File: src/rtl/preg_free_list_pkg.sv
// Shared types and constants for the physical-register free list.
// Sizes derive from the PReg/AReg counts so the FIFO tracks the rename geometry.
package preg_free_list_pkg;

    localparam int NUM_PREGS    = 64;
    localparam int NUM_AREGS    = 32;
    localparam int RENAME_WIDTH = 2;
    localparam int FL_DEPTH     = NUM_PREGS - NUM_AREGS;
    localparam int PREG_W       = $clog2(NUM_PREGS);
    localparam int FL_CNT_W     = $clog2(FL_DEPTH + 1);
    localparam int FL_PTR_W     = $clog2(FL_DEPTH);

    typedef logic [PREG_W-1:0]   p_reg;
    typedef logic [FL_CNT_W-1:0] free_list_count;
    typedef logic [FL_PTR_W-1:0] fl_ptr;

    // Accepted retire lanes packed to the front, ready to be written at tail.
    typedef struct packed {
        logic [1:0] n;
        p_reg       id1;
        p_reg       id0;
    } free_pack_t;

    // Pointer advance modulo FL_DEPTH, valid for any depth (not only powers of two).
    function automatic fl_ptr ptr_add(input fl_ptr p, input logic [1:0] n);
        logic [FL_PTR_W:0] s;
        s = {1'b0, p} + {{(FL_PTR_W-1){1'b0}}, n};
        if (s >= (FL_PTR_W+1)'(FL_DEPTH))
            s = s - (FL_PTR_W+1)'(FL_DEPTH);
        return s[FL_PTR_W-1:0];
    endfunction

endpackage

File: src/rtl/preg_free_list.sv
// Circular FIFO of free physical register IDs: peeks up to two grants per cycle for
// rename and reclaims up to two stale PRegs per cycle from retire.
module preg_free_list
    import preg_free_list_pkg::*;
(
    input  logic                       i_clk,
    input  logic                       i_rst_n,
    input  logic [0:1]                 i_alloc_req,
    output logic [0:1][PREG_W-1:0]     o_free_pregs,
    output logic                       o_alloc_ok,
    input  logic [0:1]                 i_free_en,
    input  logic [0:1][PREG_W-1:0]     i_free_preg,
    output logic [FL_CNT_W-1:0]        o_count,
    output logic                       o_empty,
    output logic                       o_overflow
);

    p_reg           mem [FL_DEPTH];
    fl_ptr          head;
    fl_ptr          tail;
    free_list_count count;
    logic           overflow;

    logic [1:0]     n_req;
    logic [1:0]     n_alloc;
    free_list_count room;
    logic           valid0, valid1;
    logic           keep0, keep1;
    logic           drop;
    free_pack_t     pack;

    function automatic free_pack_t compact_lanes(input logic k0, input logic k1,
                                                 input p_reg p0, input p_reg p1);
        free_pack_t r;
        r.n   = {1'b0, k0} + {1'b0, k1};
        r.id0 = k0 ? p0 : p1;
        r.id1 = p1;
        return r;
    endfunction

    // Grant is all-or-nothing; frees see only the room left after this cycle's allocation.
    always_comb begin
        n_req      = {1'b0, i_alloc_req[0]} + {1'b0, i_alloc_req[1]};
        o_alloc_ok = (count >= free_list_count'(n_req));
        n_alloc    = o_alloc_ok ? n_req : 2'd0;
        room       = free_list_count'(FL_DEPTH) - (count - free_list_count'(n_alloc));
        valid0     = i_free_en[0] && (i_free_preg[0] != '0);
        valid1     = i_free_en[1] && (i_free_preg[1] != '0);
        keep0      = valid0 && (room != '0);
        keep1      = valid1 && (keep0 ? (room >= free_list_count'(2)) : (room != '0));
        drop       = (valid0 && !keep0) || (valid1 && !keep1);
        pack       = compact_lanes(keep0, keep1, i_free_preg[0], i_free_preg[1]);
    end

    // Lane 1 peeks one slot further only when lane 0 also consumes one.
    always_comb begin
        o_free_pregs[0] = mem[head];
        o_free_pregs[1] = mem[ptr_add(head, {1'b0, i_alloc_req[0]})];
        o_count         = count;
        o_empty         = (count == '0);
        o_overflow      = overflow;
    end

    always_ff @(posedge i_clk or negedge i_rst_n) begin
        if (!i_rst_n) begin
            for (int k = 0; k < FL_DEPTH; k++)
                mem[k] <= p_reg'(NUM_AREGS + k);
            head     <= '0;
            tail     <= '0;
            count    <= free_list_count'(FL_DEPTH);
            overflow <= 1'b0;
        end else begin
            if (pack.n != 2'd0)
                mem[tail] <= pack.id0;
            if (pack.n == 2'd2)
                mem[ptr_add(tail, 2'd1)] <= pack.id1;
            head     <= ptr_add(head, n_alloc);
            tail     <= ptr_add(tail, pack.n);
            count    <= count - free_list_count'(n_alloc) + free_list_count'(pack.n);
            overflow <= overflow | drop;
        end
    end

endmodule

File: config.mk
export PLATFORM = sky130hd
export DESIGN_NAME = preg_free_list
export DESIGN_NICKNAME = d
export VERILOG_FILES = /design/src/rtl/preg_free_list_pkg.sv /design/src/rtl/preg_free_list.sv
export SDC_FILE = /design/constraint.sdc
export NUM_CORES = 1
export LEC_CHECK = 0
export CAP_MARGIN = 40
export CORE_MARGIN = 4
export CORE_UTILIZATION = 52
export CTS_CLUSTER_SIZE = 8
export DETAILED_ROUTE_END_ITERATION = 6
export DONT_BUFFER_PORTS = 1
export PLACE_DENSITY = 0.64
export SYNTH_ARGS = -nofsm -noshare
export SYNTH_HDL_FRONTEND = slang
export SYNTH_SLANG_ARGS = --single-unit
export TNS_END_PERCENT = 5
File: constraint.sdc
create_clock -name i_clk -period 7.4 [get_ports i_clk]
set_clock_uncertainty 0.2 [all_clocks]
set_input_delay 1.48 -clock i_clk [delete_from_list [all_inputs] [get_ports i_clk]]
set_output_delay 1.48 -clock i_clk [all_outputs]
set_load 0.02 [all_outputs]
==> results of run 1 <==
==> cell usage in the layout, fill, tap and decap left out, types with 3 or more instances in the layout <==
master     count
or3_1          3
and2_1         4
xor2_1         7
o21ai_1       20
nand3_1        8
a21boi_0       6
nand2_1       41
ha_1          16
nand2b_1      19
buf_4         50
nor2b_1        4
dfrtp_1       94
a41oi_4        6
inv_1         11
mux4_2       120
a21oi_1        3
fa_1           4
xnor2_1        6
a31oi_1      192
nor3_1        17
o22ai_1      192
clkbuf_16     31
nor2_1        31
buf_16         3
clkbuf_1      23
o211ai_4       6
dfstp_2      113
mux2_2        12
==> worst reg2reg max path, delay by kind of cell (launching register included) <==
| kind | cells | cell delay [ns] |
|---|---|---|
| buffers and inverters | 1 | 0.18 |
| adder cells (fa/ha/maj) | 4 | 1.35 |
| AO/OA/AOI/OAI | 6 | 1.70 |
| AND/OR/NAND/NOR | 7 | 1.90 |
| flip-flops | 1 | 0.54 |
==> how the worst min path moves through the flow <==
stage                            start                  to  slack (ns)
finish              mem[116]$_DFF_PN1_  mem[116]$_DFF_PN1_        0.32
CTS                   mem[5]$_DFF_PN1_    mem[5]$_DFF_PN1_        0.32
floorplan           mem[103]$_DFF_PN1_  mem[103]$_DFF_PN1_        0.30
global placement     mem[31]$_DFF_PN1_   mem[31]$_DFF_PN1_        0.31
detailed placement    mem[5]$_DFF_PN1_    mem[5]$_DFF_PN1_        0.32
global route        mem[117]$_DFF_PN1_  mem[117]$_DFF_PN1_        0.34
==> Yosys cell counts (2+ instances only) <==
library cell / count
buf_6: 37
nor2b_1: 4
dfstp_2: 113
o31a_1: 2
nand3_1: 8
a21boi_0: 6
or4_1: 2
a21oi_1: 3
o22ai_1: 192
nor3b_1: 2
nor3_1: 17
mux4_2: 120
ha_1: 18
dfrtp_1: 96
o21ai_0: 2
fa_1: 4
o21ai_1: 20
a21o_1: 2
or3_1: 3
and2_1: 4
xnor2_1: 7
mux2_2: 12
buf_1: 14
inv_1: 11
nand2_1: 41
a41oi_4: 6
buf_2: 8
clkbuf_1: 46
o211ai_4: 6
xor2_1: 7
nand2b_1: 19
nor2_1: 31
a31oi_1: 192
==> flip-flops by register name (all words and copies together), names as in the netlist <==
name / cells
mem: 192
o_count: 6
head: 5
tail: 5
o_overflow: 1
==> cell families (layout without fill, tap and decap cells) <==
| kind of cell | count (synthesis) | count (layout) | share of synthesized area |
|---|---|---|---|
| flops | 209 | 209 | 0.4100 |
| fa+ha+maj | 22 | 22 | 0.02330 |
| buf+inv | 116 | 123 | 0.05520 |
| mux | 132 | 132 | 0.2166 |
| compound gates | 436 | 436 | 0.2260 |
| simple gates | 141 | 141 | 0.05415 |
| xor+xnor | 17 | 17 | 0.01480 |
==> per-stage QoR <==
step           setup slack (ns)    util  std cells  instance area (um^2)
6_report                 0.9792  0.5806       1404                 14240
5_1_grt                  0.7342  0.5806       1404                 14240
4_1_cts                   1.086  0.5806       1404                 14240
3_5_place_dp             0.5285  0.5451       1349                 13370
3_3_place_gp             0.6649  0.5400       1343                 13250
2_1_floorplan            0.7643       -       1073                 13100
==> layer usage <==
| layer | track usage | up-vias | wire length, um |
|---|---|---|---|
| met3 | 0.06447 | 159 | 5623 |
| met4 | 0.1192 | 4 | 2267 |
| li1 | - | 4450 | - |
| met2 | 0.4831 | 909 | 20340 |
| met1 | 0.4617 | 5525 | 17120 |
| met5 | 0 | - | 23 |
==> final cells by class <==
class / count / area, um^2
Tap cell: 324 / 405.4
Multi-Input combinational cell: 748 / 7029
Fill cell: 2001 / 10290
Clock buffer: 54 / 862.1
Sequential cell: 209 / 5376
Inverter: 11 / 41.29
Timing Repair Buffer: 57 / 520.5
Clock inverter: 1 / 8.758
==> power by group through the flow <==
stage               registers [uW]  clock network (uW)  logic, uW
floorplan                     2320                   0       3350
global route                  2660                1360       4690
CTS                           2570                1300       4400
global placement              2550                   0       4270
finish                        2600                1300       4490
detailed placement            2580                   0       4390
==> flow_summary.json, run 1 <==
{
  "die_w_um": 166.7,
  "wl_um": 45370,
  "drt_iter0_drc": 1599,
  "arrival_ns": 6.68,
  "hold_ws_ns": 0.3226,
  "timing.fmax_mhz": 155.7,
  "r2r_setup_slack_ns": 1.46,
  "synth_area_leader_cell": "dfstp_2",
  "ys_ff_latch": 209,
  "tritoncts": "yes",
  "finalCriticalPeriod_ns": 6.421,
  "worstSetupPathType": "primary input to register",
  "setup_violations": 0,
  "antenna_found_initial": 2,
  "sequentialPowerShare": 0.310,
  "detail-route-antenna-nets": 0,
  "avgSynthCellArea_um2": 12.21,
  "clockBufferDepth": 3,
  "grt_pass1_vias": 10610,
  "port_buffers": 0,
  "die_h_um": 166.7,
  "fin_tns_setup_ns": 0,
  "synth_cell_type_count": 51,
  "holdBufCountCts": 0,
  "post_cts_resized": 0,
  "crit_slowest_cell": "fa_1",
  "clk_pin_slew_worst_paths_ns": 0.06,
  "hp-class": "register to register",
  "crit_end": "mem[172]$_DFF_PN0_",
  "synth_edf_count": 0,
  "drc_errors": 0,
  "cp-startpoint": "i_alloc_req[1]",
  "switching_share": 0.4208,
  "crit_fanout": 7,
  "finalHoldViolations": 0,
  "avgRoutedWirePerCell_um": 32.32,
  "timing.critical_path.buf_inv": 1,
  "synth_area_um2": 13100,
  "antenna_cells": 0,
  "root_buffer": "clkbuf_16",
  "ff2ff_path_depth": 18,
  "relSlewSlack": 0.3257,
  "synth_fp_nets": 1113,
  "gp_congestion": 0.9778,
  "slew_viol_final": 0,
  "p_int_uw": 4862,
  "grt_pass1_wl_um": 68970,
  "power.net_switching_uw": 3532,
  "p_per_area_nw_per_um2": 589.3,
  "outcome": "finished, final reports clean",
  "grt_max_degree": 210,
  "power.total_uw": 8394,
  "crit_chain": "ha_1 -> ha_1 -> nand2b_1 -> a211o_1 -> and2_1 -> ha_1 -> fa_1 -> ha_1 -> and2_1 -> a21bo_1 -> a21oi_1 -> nor2b_1 -> ha_1 -> nand2b_1 -> nor3b_1 -> buf_4 -> nand2_1 -> o21ai_1 -> o22ai_1 -> a31oi_1",
  "dp_hpwl_um": 28820,
  "design.core.area_um2": 24530,
  "combPwrFrac": 0.535,
  "yosysSeqAreaShare": 0.4100,
  "rows": 57,
  "cap_viol_max_count": 0,
  "area.growth.synth_to_final_pct": 8.720,
  "cts-htree-levels": 1,
  "start_kind": "primary input",
  "num_vias": 11050,
  "synth_cells": 1073,
  "yosys_warnings": 0,
  "cp_top_family": "adder cells",
  "synth_area_leaders": "dfstp_2 23%, mux4_2 21%, dfrtp_1 18%, a31oi_1 9.2%, o22ai_1 9.2%",
  "rsz0062_at_grt": "false",
  "cpMostUsedCell": "ha_1",
  "drive_gt1_frac": 0.3333,
  "r2r_end": "mem[172]$_DFF_PN0_",
  "via_per_inst": 7.868,
  "ioPinCount": 39,
  "crit_required_ns": 7.66,
  "grt.overflow.total": 0,
  "dr.pass1.iters": 5,
  "r2r-start": "o_count[2]$_DFF_PN0_",
  "clkPwrFrac": 0.155,
  "worstSkewPairLatency_ns": 0.56,
  "post-route-period-util": 0.8677,
  "ir_worst_vdd_mv": 0.2771,
  "start_util": 0.5340,
  "grt_usage": 0.3193,
  "hold_depth": 2,
  "final_nets": 1097,
  "numCtsBuffers": 30,
  "die-area_um2": 27800,
  "p_leak_uw": 0.004998,
  "tightest_slew_ns": 1.008,
  "synth_top_area_frac": 0.2266,
  "cp-end-kind": "register",
  "cts_sinks": 209,
  "cts_setup_buffers": 0,
  "critPathMaxStageDelay_ns": 0.58,
  "cp.depth": 20,
  "ys.flop_type": "dfstp_2",
  "ys_async_sr_fraction": 1.000
}
No activity file was read; power rests on OpenSTA's default activity.
==> run 2: changes to the inputs <==
--- a/config.mk
+++ b/config.mk
@@ -8,6 +8,7 @@
 export CAP_MARGIN = 40
 export CORE_MARGIN = 4
 export CORE_UTILIZATION = 52
+export CTS_BUF_LIST = sky130_fd_sc_hd__clkbuf_16
 export CTS_CLUSTER_SIZE = 8
 export DETAILED_ROUTE_END_ITERATION = 6
 export DONT_BUFFER_PORTS = 1
@@ -15,4 +16,3 @@
 export SYNTH_ARGS = -nofsm -noshare
 export SYNTH_HDL_FRONTEND = slang
 export SYNTH_SLANG_ARGS = --single-unit
-export TNS_END_PERCENT = 5
==> constraint.sdc (replaced) <==
create_clock -name i_clk -period 7.4 [get_ports i_clk]
set_clock_uncertainty 0.2 [all_clocks]
set_input_delay 1.48 -clock i_clk [delete_from_list [all_inputs] [get_ports i_clk]]
set_output_delay 1.48 -clock i_clk [all_outputs]
set_load 0.005 [all_outputs]
==> run 2 against run 1 <==
Cell area decreased by 1.0%. Clock-buffer cell count is 23 lower. Combinational power decreased by 4.7%. Largest power group unchanged.
==> flow_summary.json, run 2 (synthesis results as in run 1) <==
{
  "start_util": 0.5340,
  "p_leak_uw": 0.004996,
  "relSlewSlack": 0.3528,
  "fin_ws_ns": 0.7740,
  "area.growth.synth_to_final_pct": 7.602,
  "clockBufferDepth": 3,
  "grt.overflow.total": 0,
  "root_buffer": "clkbuf_16",
  "top_register": "mem",
  "post_cts_resized": 0,
  "finalCriticalPeriod_ns": 6.626,
  "num_vias": 11010,
  "outcome": "finished, final reports clean",
  "finalHoldViolations": 0,
  "ir_worst_vdd_mv": 0.4346,
  "layout_common_cells": "192 x o22ai_1, 192 x a31oi_1, 120 x mux4_2, 113 x dfstp_2, 94 x dfrtp_1",
  "die_h_um": 166.7,
  "antenna_cells": 0,
  "clk_pin_slew_worst_paths_ns": 0.05,
  "largest_reg_flops": 192,
  "rows": 57,
  "p_per_area_nw_per_um2": 577.3,
  "via_per_inst": 7.929,
  "cpMostUsedCell": "ha_1",
  "port_buffers": 0,
  "cp-end-kind": "register",
  "cts-htree-levels": 1,
  "tritoncts": "yes",
  "antenna_found_initial": 2,
  "wl_um": 45830,
  "holdBufCountCts": 0,
  "avgRoutedWirePerCell_um": 33.02,
  "start_kind": "primary input",
  "critPathMaxStageDelay_ns": 0.51,
  "die-area_um2": 27800,
  "setup_violations": 0,
  "grt_pass1_wl_um": 69880,
  "rsz0062_at_grt": "false",
  "cts_sinks": 209,
  "grt_usage": 0.3255,
  "dp_cells": 1337,
  "grt_pass1_vias": 10600,
  "place_ws_ns": 0.2980,
  "tightest_slew_ns": 0.9688,
  "dp_hpwl_um": 28850,
  "post-route-period-util": 0.8954,
  "hp-class": "register to register",
  "worstSkewPairLatency_ns": 0.56,
  "arrival_ns": 6.90,
  "fin_tns_setup_ns": 0,
  "cts_setup_buffers": 0,
  "grt_max_degree": 210,
  "slew_viol_final": 0,
  "power.total_uw": 8138,
  "design.core.area_um2": 24530,
  "drive_gt1_frac": 0.3271,
  "detail-route-antenna-nets": 0,
  "ioPinCount": 39,
  "final_core_util": 0.5746,
  "numCtsBuffers": 30,
  "die_w_um": 166.7,
  "crit_slowest_cell": "nor2_1",
  "crit_required_ns": 7.67,
  "drc_errors": 0,
  "crit_chain": "ha_1 -> ha_1 -> nand2b_1 -> a211o_1 -> and2_1 -> ha_1 -> fa_1 -> xnor2_2 -> nand4_2 -> a2bb2oi_4 -> xnor2_4 -> o21ai_0 -> inv_1 -> ha_1 -> nand2b_1 -> nor2_1 -> nand2_1 -> o21ai_1 -> o22ai_1 -> a31oi_1",
  "worstSetupPathType": "primary input to register",
  "cap_viol_max_count": 0,
  "gp_congestion": 0.9601,
  "drt_iter0_drc": 1567,
  "crit_fanout": 9,
  "final_nets": 1085,
  "final_cells": 1388,
  "dr.pass1.iters": 6,
  "timing.fmax_mhz": 150.9
}
[run 2: cell types whose count changed in the layout (fill, tap and decap cells not counted), sizes merged]
cell      previous run  this run
clkinv               1         0
inv                 11        30
clkinvlp             0         1
clkbuf              54        31
buf                 57        45
[run 2: path summary, 6_finish.rpt]
| check | cells past startpoint | slack [ns] | startpoint | endpoint |
|---|---|---|---|---|
| max | 20 | 0.77 | i_alloc_req[1] | mem[64]$_DFF_PN1_ |
| min | 2 | 0.33 | mem[125]$_DFF_PN1_ | mem[125]$_DFF_PN1_ |
| max reg2reg | 18 | 1.32 | o_count[2]$_DFF_PN0_ | mem[64]$_DFF_PN1_ |
| min reg2reg | 2 | 0.33 | mem[125]$_DFF_PN1_ | mem[125]$_DFF_PN1_ |
| max in group asynchronous | 0 | 6.26 | i_rst_n | mem[65]$_DFF_PN1_ |
| min in group asynchronous | 0 | 0.43 | i_rst_n | mem[165]$_DFF_PN0_ |
[run 2: cell type report]
class / count / area, um^2
inverter: 11 / 41.29
tap: 324 / 405.4
clock inverter: 20 / 78.83
sequential: 209 / 5376
multi-input combinational: 748 / 7029
clock buffer: 31 / 775.7
timing repair buffer: 45 / 390.4
fill: 2059 / 10440
[run 2: power by group]
part	internal [uW]	leakage, uW	switching (uW)
clock	738	0.000483	528
combinational	2080	0.00222	2210
sequential	1990	0.00229	598
total	4810	0.00500	3330
[run 2: layer usage]
layer | part of all wire | vias up | GRT usage
met5 | 0.00089 | - | 0
met1 | 0.38 | 5530 | 0.4752
met3 | 0.13 | 169 | 0.07324
met4 | 0.049 | 2 | 0.1199
li1 | - | 4400 | -
met2 | 0.44 | 904 | 0.4826
[run 2: critical path: cells and delay by family]
kind,cells,cell delay (ns)
fa+ha+maj,5,1.47
compound gates,6,1.55
simple gates,6,1.48
buf+inv,1,0.13
xor+xnor,2,0.79
[run 2: stage by stage]
step	cell area, um^2	hold slack (ns)
finish	14100	0.3257
global route	14100	0.3396
CTS	14100	0.3259
detailed placement	13240	0.3181
global placement	13170	0.3093
floorplan	13100	0.2723
